$ cat src/rtl/pipe_ctrl_pkg.sv
// Shared types and defaults for the pipeline hazard sequencer.
package pipe_ctrl_pkg;

  localparam int unsigned REG_W_DEF   = 5;
  localparam int unsigned TIMEOUT_DEF = 16;
  localparam int unsigned CNT_W_DEF   = 32;

  // Data-memory wait tracking states.
  typedef enum logic [1:0] {
    IDLE = 2'd0,
    WAIT = 2'd1,
    ERR  = 2'd2
  } state_e;

  // Pipeline-register enables and flushes driven to the datapath.
  typedef struct packed {
    logic pc_write;
    logic ifid_write;
    logic ifid_flush;
    logic idex_write;
    logic idex_flush;
    logic exmem_write;
    logic memwb_write;
  } pipe_ctrl_t;

  localparam pipe_ctrl_t CTRL_RUN    = '{pc_write: 1'b1, ifid_write: 1'b1, ifid_flush: 1'b0,
                                         idex_write: 1'b1, idex_flush: 1'b0,
                                         exmem_write: 1'b1, memwb_write: 1'b1};
  localparam pipe_ctrl_t CTRL_FREEZE = '0;

endpackage

$ cat src/rtl/sat_counter.sv
// Saturating up-counter: holds at all-ones instead of wrapping.
// Ports: clk_i clock, rst_i async active-low reset, inc_i count enable,
//        cnt_o current count.
module sat_counter #(
  parameter int unsigned CNT_W = 32
) (
  input  logic             clk_i,
  input  logic             rst_i,
  input  logic             inc_i,
  output logic [CNT_W-1:0] cnt_o
);

  always_ff @(posedge clk_i or negedge rst_i) begin
    if (!rst_i) begin
      cnt_o <= '0;
    end else if (inc_i && (cnt_o != '1)) begin
      cnt_o <= cnt_o + CNT_W'(1);
    end
  end

endmodule

$ cat src/rtl/pipe_hazard_ctrl.sv
// Central hazard sequencer for the 5-stage pipeline: load-use stalls,
// taken-branch flushes, data-memory wait stalls with a timeout watchdog,
// and saturating stall/flush performance counters.
// Ports: clk_i/rst_i clock and async active-low reset; ifid_rs1_i/ifid_rs2_i,
//   idex_rd_i/idex_memread_i hazard sources; branch_taken_i from EX;
//   exmem_memread_i/exmem_memwrite_i/dmem_ready_i memory handshake;
//   dmem_req_o, pipeline enables/flushes (combinational), err_o sticky
//   timeout, stall_cnt_o/flush_cnt_o performance counters.
module pipe_hazard_ctrl
  import pipe_ctrl_pkg::*;
#(
  parameter int unsigned REG_W   = REG_W_DEF,
  parameter int unsigned TIMEOUT = TIMEOUT_DEF,
  parameter int unsigned CNT_W   = CNT_W_DEF
) (
  input  logic             clk_i,
  input  logic             rst_i,
  input  logic [REG_W-1:0] ifid_rs1_i,
  input  logic [REG_W-1:0] ifid_rs2_i,
  input  logic [REG_W-1:0] idex_rd_i,
  input  logic             idex_memread_i,
  input  logic             branch_taken_i,
  input  logic             exmem_memread_i,
  input  logic             exmem_memwrite_i,
  input  logic             dmem_ready_i,
  output logic             dmem_req_o,
  output logic             pc_write_o,
  output logic             ifid_write_o,
  output logic             ifid_flush_o,
  output logic             idex_write_o,
  output logic             idex_flush_o,
  output logic             exmem_write_o,
  output logic             memwb_write_o,
  output logic             err_o,
  output logic [CNT_W-1:0] stall_cnt_o,
  output logic [CNT_W-1:0] flush_cnt_o
);

  localparam int unsigned WCNT_W = $clog2(TIMEOUT) + 1;

  state_e              state_q, state_d;
  logic [WCNT_W-1:0]   wait_cnt_q, wait_cnt_d;
  logic                err_q, err_d;
  logic                acc;
  logic                mem_stall;
  logic                load_use;
  logic                branch_flush;
  pipe_ctrl_t          ctrl;

  // Hazard classification, highest priority first.
  assign acc          = exmem_memread_i | exmem_memwrite_i;
  assign mem_stall    = (acc & ~dmem_ready_i) | (state_q == ERR);
  assign branch_flush = ~mem_stall & branch_taken_i;
  assign load_use     = ~mem_stall & ~branch_taken_i & idex_memread_i &
                        (idex_rd_i != '0) &
                        ((idex_rd_i == ifid_rs1_i) | (idex_rd_i == ifid_rs2_i));

  // State register.
  always_ff @(posedge clk_i or negedge rst_i) begin
    if (!rst_i) begin
      state_q    <= IDLE;
      wait_cnt_q <= '0;
      err_q      <= 1'b0;
    end else begin
      state_q    <= state_d;
      wait_cnt_q <= wait_cnt_d;
      err_q      <= err_d;
    end
  end

  // Next state and pipeline control.
  always_comb begin
    state_d    = state_q;
    wait_cnt_d = wait_cnt_q;
    err_d      = err_q;
    ctrl       = CTRL_RUN;

    unique case (state_q)
      IDLE: begin
        if (acc && !dmem_ready_i) begin
          state_d    = WAIT;
          wait_cnt_d = WCNT_W'(1);
        end
      end
      WAIT: begin
        // A dropped request or a completed access both return to IDLE.
        if (!acc || dmem_ready_i) begin
          state_d    = IDLE;
          wait_cnt_d = '0;
        end else if (wait_cnt_q == WCNT_W'(TIMEOUT - 1)) begin
          state_d = ERR;
          err_d   = 1'b1;
        end else begin
          wait_cnt_d = wait_cnt_q + WCNT_W'(1);
        end
      end
      ERR: begin
        state_d = ERR;
      end
      default: begin
        state_d = IDLE;
      end
    endcase

    if (mem_stall) begin
      ctrl = CTRL_FREEZE;
    end else if (branch_flush) begin
      ctrl.ifid_flush = 1'b1;
      ctrl.idex_flush = 1'b1;
    end else if (load_use) begin
      // Hold PC and IF/ID, inject a bubble into ID/EX.
      ctrl.pc_write   = 1'b0;
      ctrl.ifid_write = 1'b0;
      ctrl.idex_flush = 1'b1;
    end

    // Nothing moves while reset is held.
    if (!rst_i) begin
      ctrl = CTRL_FREEZE;
    end
  end

  assign dmem_req_o    = rst_i & acc & (state_q != ERR);
  assign pc_write_o    = ctrl.pc_write;
  assign ifid_write_o  = ctrl.ifid_write;
  assign ifid_flush_o  = ctrl.ifid_flush;
  assign idex_write_o  = ctrl.idex_write;
  assign idex_flush_o  = ctrl.idex_flush;
  assign exmem_write_o = ctrl.exmem_write;
  assign memwb_write_o = ctrl.memwb_write;
  assign err_o         = err_q;

  sat_counter #(.CNT_W(CNT_W)) u_stall_cnt (
    .clk_i (clk_i),
    .rst_i (rst_i),
    .inc_i (mem_stall | load_use),
    .cnt_o (stall_cnt_o)
  );

  sat_counter #(.CNT_W(CNT_W)) u_flush_cnt (
    .clk_i (clk_i),
    .rst_i (rst_i),
    .inc_i (branch_flush),
    .cnt_o (flush_cnt_o)
  );

endmodule

$ cat config.mk
export PLATFORM = sky130hd
export DESIGN_NAME = pipe_hazard_ctrl
export DESIGN_NICKNAME = d
export VERILOG_FILES = /design/src/rtl/pipe_ctrl_pkg.sv /design/src/rtl/sat_counter.sv /design/src/rtl/pipe_hazard_ctrl.sv
export SDC_FILE = /design/constraint.sdc
export NUM_CORES = 1
export LEC_CHECK = 0
export CORE_MARGIN = 5
export CORE_UTILIZATION = 32
export DETAILED_ROUTE_END_ITERATION = 10
export GPL_TIMING_DRIVEN = 0
export PLACE_DENSITY = 0.54
export SYNTH_ARGS = -nofsm -noshare
export SYNTH_HDL_FRONTEND = slang
export SYNTH_SLANG_ARGS = --single-unit
$ cat constraint.sdc
create_clock -name clk_i -period 2.2 [get_ports clk_i]
set_input_delay 0.44 -clock clk_i [delete_from_list [all_inputs] [get_ports clk_i]]
set_output_delay 0.44 -clock clk_i [all_outputs]
set_load 0.01 [all_outputs]
=== Word level (Yosys, flattened, before mapping) ===
Index checks and enable logic that the tools add are counted.

* Add/sub/neg operators: 3
* Multipliers: 0
* Div/mod/pow operators: 0
* Order comparisons: 0
* Equal/unequal tests: 11
* Shift operators: 0
* Muxes and demuxes: 18
* Bitwise gates (word level): 16
* Reduce and logical (&&, ||, !) cells: 12

{| class="wikitable"
|+ Operator list
! operator !! count
|-
| adder 32 x 1 -> 32 bit, second input constant || 2
|-
| inequality test 32 bit, second input constant || 2
|-
| two-way mux 5 bit || 3
|-
| two-way mux 2 bit || 6
|-
| equality test 5 bit || 2
|-
| case mux 5 bit (2 select lines) || 1
|-
| AND 1 bit || 8
|-
| two-way mux 7 bit || 1
|-
| inequality test 3 bit, second input constant || 2
|-
| case mux 2 bit (3 select lines) || 1
|-
| AND reduction 3 bit || 2
|-
| adder 5 x 1 -> 5 bit, second input constant || 1
|-
| equality test 5 x 4 -> 1 bit, second input constant || 1
|-
| two-way mux 1 bit || 5
|-
| nonzero test 5 bit || 1
|-
| inequality test 2 bit, second input constant || 2
|-
| NOT 1 bit || 4
|-
| OR 1 bit || 4
|-
| logical AND 1 bit || 3
|-
| two-way mux 3 bit || 1
|-
| equality test 2 x 1 -> 1 bit, second input constant || 1
|-
| equality test 2 bit, second input constant || 1
|-
| zero test 1 bit || 2
|-
| zero test 2 bit || 1
|-
| other kinds (3) || 3
|}

* Register bits: 72
* Latch bits: 0
* RAM bits: 0
* Bits in read-only memories: 0
* Output and inout bits: 73
* Word-level logic and storage cells: 65
* Memories kept: 0

=== Logic depth before layout (Yosys ltp) ===
* Depth in word-level cells: 12
* Mapped depth: 8
* Mapped depth without buffers: 7

=== By module ===
Synthesis repeated with hierarchy kept, for this count alone.

* Cells, all modules: 380
* Area, all modules: 3891.2 um^2

{| class="wikitable"
|+ Modules (own cells, without submodules)
! module !! instances !! cells an instance !! area an instance (um^2)
|-
| sat_counter || 2 || 151 || 1624.1
|-
| pipe_hazard_ctrl || 1 || 78 || 643.1
|}

=== Least setup slack after synthesis ===
Ideal clock, no wire load.

* Path kind: input-to-reg
* Start: in exmem_memwrite_i
* End: reg u_flush_cnt.cnt_o[27]
* Arrival time: 1.854 ns
* Required time: 2.074 ns
* Slack: 0.220 ns
* Stages: 6
* Buffers on the path: 0
* Cell sequence: o21bai_1 nand3_2 or3_4 a2111oi_4 nand4_1 xnor2_1

* Word-level cells in the longest chain between the ends: 6

{| class="wikitable"
|+ Ends and longest elaborated chain
! element !! RTL line !! source
|-
| from (decl) || pipe_hazard_ctrl.sv:24 || <nowiki>input logic exmem_memwrite_i,</nowiki>
|-
| OR 1 bit || pipe_hazard_ctrl.sv:51 || <nowiki>assign acc = exmem_memread_i | exmem_memwrite_i;</nowiki>
|-
| AND 1 bit || pipe_hazard_ctrl.sv:52 || <nowiki>assign mem_stall = (acc & ~dmem_ready_i) | (state_q == ERR);</nowiki>
|-
| OR 1 bit || pipe_hazard_ctrl.sv:52 ||
|-
| NOT 1 bit || pipe_hazard_ctrl.sv:53 || <nowiki>assign branch_flush = ~mem_stall & branch_taken_i;</nowiki>
|-
| AND 1 bit || pipe_hazard_ctrl.sv:53 ||
|-
| logical AND 1 bit || sat_counter.sv:16 || <nowiki>end else if (inc_i && (cnt_o != '1)) begin</nowiki>
|-
| to (signal assigned) || sat_counter.sv:17 || <nowiki>cnt_o <= cnt_o + CNT_W'(1);</nowiki>
|-
| to (decl) || sat_counter.sv:10 || <nowiki>output logic [CNT_W-1:0] cnt_o</nowiki>
|}

No other way between the ends.
A chain may end at the register's enable or synchronous reset.

=== Worst setup path after layout ===
* Start: in exmem_memwrite_i
* End: out ifid_flush_o

* Word-level cells in the longest chain between the ends: 8

{| class="wikitable"
|+ Ends and longest elaborated chain
! element !! RTL line !! source
|-
| OR 1 bit * || pipe_hazard_ctrl.sv:51 ||
|-
| AND 1 bit * || pipe_hazard_ctrl.sv:52 ||
|-
| OR 1 bit * || pipe_hazard_ctrl.sv:52 ||
|-
| NOT 1 bit || pipe_hazard_ctrl.sv:53 ||
|-
| AND 1 bit || pipe_hazard_ctrl.sv:53 ||
|-
| two-way mux 1 bit || pipe_hazard_ctrl.sv:107 || <nowiki>end else if (branch_flush) begin</nowiki>
|-
| two-way mux 3 bit * || pipe_hazard_ctrl.sv:105 || <nowiki>if (mem_stall) begin</nowiki>
|-
| two-way mux 7 bit * || pipe_hazard_ctrl.sv:118 || <nowiki>if (!rst_i) begin</nowiki>
|-
| to (decl) || pipe_hazard_ctrl.sv:29 || <nowiki>output logic ifid_flush_o,</nowiki>
|}

Mark *: on every way between the ends. The rest lies on a longest branch, timed or not.

==> run_results.csv <==
group,metric,value,unit
global_route,grt_max_degree,27,
critical_path,reg2reg_setup_slack,0.08,ns
yosys,synth_edf_count,0,
global_route,grt_pass1_vias,2994,
final_layout,final_layout_size_suffix_gt1_frac,0.137,
detailed_routing,drc_errors,0,
detailed_routing,via_per_inst,4.90,
critical_path,r2r_end,"u_flush_cnt.cnt_o[7]",
yosys,syn_nets,390,
final_layout,area_growth_syn_to_layout,42.9,%
detailed_routing,post_drt_wl_per_cell,15.1,microns
final_layout,antennaDiodeCount,0,
floorplan,die_area,13800,sq um
detailed_routing,drtAntennaViolNets,0,
pwr,ir_drop,444,uV
sta,relSlewSlack,0.333,
cts,cts_root_buf,"clkbuf_16",
sta,fmax,0.460,GHz
final_layout,fin_nets,503,
critical_path,crit_required,1.76,ns
final_layout,final_cell_mix,"dfrtp_1, clkdlybuf4s50_1, xnor2_1",
critical_path,regToRegStartpoint,"u_flush_cnt.cnt_o[2]",
floorplan,core-area,11400,sq um
final_layout,final_common_cell,"dfrtp_1",
sta,worst_pin_slew,0.997,ns
detailed_routing,dr_total_vias,3061,
yosys,yosysUniqueCellTypes,48,
min_path,hp-class,"input port to asynchronous set/reset pin",
yosys,synth_seq_cells,72,
cts,cts.clk_slew.worst_paths,0.06,ns
floorplan,start_util,0.325,
sta,fin_skew,0.00429,ns
yosys,syn_inst,364,
yosys,ys_async_sr_fraction,1.00,
status,run_status,"complete, no violations",
floorplan,num_rows,39,
yosys,yosysSeqAreaShare,0.487,
sta,min_period_over_period,0.988,
floorplan,die_w,118,microns
cts,clk_latency,0.33,ns
job,maxCapViolCount,0,
global_route,track_usage,0.137,
cts,cts_tree,"done",
yosys,synth_area_leader_cell,"dfrtp_1",
global_route,grt_first_pass_wirelength,15700,microns
sta,rsz0062_at_grt,"yes",
cts,cts_htree_levels,3,
critical_path,crit_fanout,5,
placed_design,place_congestion,0.758,
sta,slew_viol_final,0,
yosys,synth_area,3700,sq um
global_route,antenna_found_initial,0,
cts,cts_buffer_depth,2,
detailed_routing,totalWireLength,9470,microns
floorplan,io_pins,95,
detailed_routing,drt-pass1-iter-count,4,
yosys,synth_top_cells_by_area,"dfrtp_1, xnor2_1, xor2_1",
sta,hold_ws,0.0399,ns
cts,clock-sinks,72,
floorplan,die_h,118,microns
critical_path,cp-startpoint,"exmem_memwrite_i",
pwr,powerDensity,527,nW/um^2
sta,hold_viol,0,
placed_design,post-dp-hpwl,6670,microns
placed_design,dp_worst_setup_slack,-0.707,ns
cts,numCtsBuffers,9,
critical_path,critPathLaunchType,"input port",
pwr,leakage,2.34,nW
critical_path,worst_r2r_path_depth,7,
detailed_routing,drt_iter0_markers,91,
sta,finalSetupViolations,0,
global_route,grt_overflow,0,
placed_design,io_buffers,94,
yosys,ys_warn_count,0,
yosys,yosys.area.top_type_share,0.487,
yosys,synth-main-ff-cell,"dfrtp_1",
pwr,report.power.total,2.79,mW
sta,period_minus_slack,2.17,ns
yosys,avgSynthCellArea,10.2,sq um
critical_path,setup.worst_path.end,"ifid_flush_o",
critical_path,critPathArrivalTime,1.73,ns
sta,layout_setup_ws,0.0259,ns
critical_path,crit_type,"input port to output port",
critical_path,crit_path_end_kind,"output port",
worst max-delay path, cell delays in order:
cell and delay, ns:
clkdlybuf4s50_1 0.58, nor2_4 0.06, nor2_4 0.17, nor2_4 0.06, and2_1 0.14, dlygate4sd2_1 0.27
area by class of cell:
class	count	area, sq um
tap	143	179
multi-input combinational	278	1930
clock buffer	10	239
buffer	9	55.1
timing repair buffer	103	1030
fill	1087	6080
sequential	72	1800
inverter	4	15.0
clock inverter	6	35.0
cells by family (layout without fill, tap and decap cells):
kind of cell | Yosys count | in the layout | share of synthesized area
mux | 3 | 3 | 0.00879
xor+xnor | 71 | 71 | 0.168
flops | 72 | 72 | 0.487
compound gates | 21 | 21 | 0.0399
fa+ha+maj | 4 | 4 | 0.0135
buf+inv | 14 | 132 | 0.0179
simple gates | 179 | 179 | 0.265
where the power goes:
part / switching [mW] / total (mW) / internal (mW)
Combinational: 0.0641 / 0.125 / 0.0611
Sequential: 0 / 1.32 / 1.32
Clock: 0.554 / 1.34 / 0.785
per-layer routing:
metal,vias up,part of all wire,wire [microns],global-route usage
li1,1499,-,-,-
met1,1463,0.48,4560,0.187
met2,82,0.44,4210,0.203
met3,17,0.050,471,0.0346
met4,0,0.024,223,0.0674
met5,-,0,0,0
Yosys cell counts, types with 2 or more instances:
library cell	instances
clkbuf_1	5
nand4_1	15
mux2_2	2
nand2b_1	3
buf_2	2
buf_4	3
xnor2_1	40
and4_4	2
nor4_1	9
xor2_1	31
nand3_2	2
o21ai_0	5
ha_1	4
and2_1	8
nor2_1	21
nand3_1	32
dfrtp_1	72
nand2_1	36
o21bai_1	2
nor3_1	23
and3_1	11
a21oi_1	6
inv_1	4
nand4b_1	2
worst min path at each step:
stage / slack [ns] / cells after the start / startpoint / endpoint
after floorplan: 0.14 / 0 / rst_i / err_o
after detailed placement: 0.36 / 1 / rst_i / u_stall_cnt.cnt_o[6]
after CTS: 0.04 / 2 / rst_i / u_stall_cnt.cnt_o[23]
final: 0.04 / 2 / rst_i / u_stall_cnt.cnt_o[23]
after global placement: 0.46 / 1 / err_o / err_o
after global routing: 0.05 / 2 / rst_i / u_stall_cnt.cnt_o[23]
stage by stage:
step	TNS [ns]	util	instances	area, sq um
global placement	-185.87	0.424	601	4820
detailed placement	-21.23	0.426	602	4840
global route	-1.03	0.465	625	5290
finish	0	0.465	625	5290
CTS	-0.102	0.459	623	5220
floorplan	0	-	364	3700
registers in the layout, summed over array words and instances, names as in the netlist:
register	count
err_o	1
u_flush_cnt.cnt_o	32
u_stall_cnt.cnt_o	32
wait_cnt_q	5
state_q	2
timing repair:
| item | 4_1_cts | 5_1_grt |
|---|---|---|
| pin swaps | 15 | 6 |
| gates cloned | 1 | 0 |
| endpoints found under the hold margin | 22 | 0 |
| buffers inserted | 4 | 2 |
| hold buffers | 1 | 0 |
| resized for setup | 48 | 14 |
| setup endpoints to repair | 36 | 45 |
No activity file was read; power rests on OpenSTA's default activity.
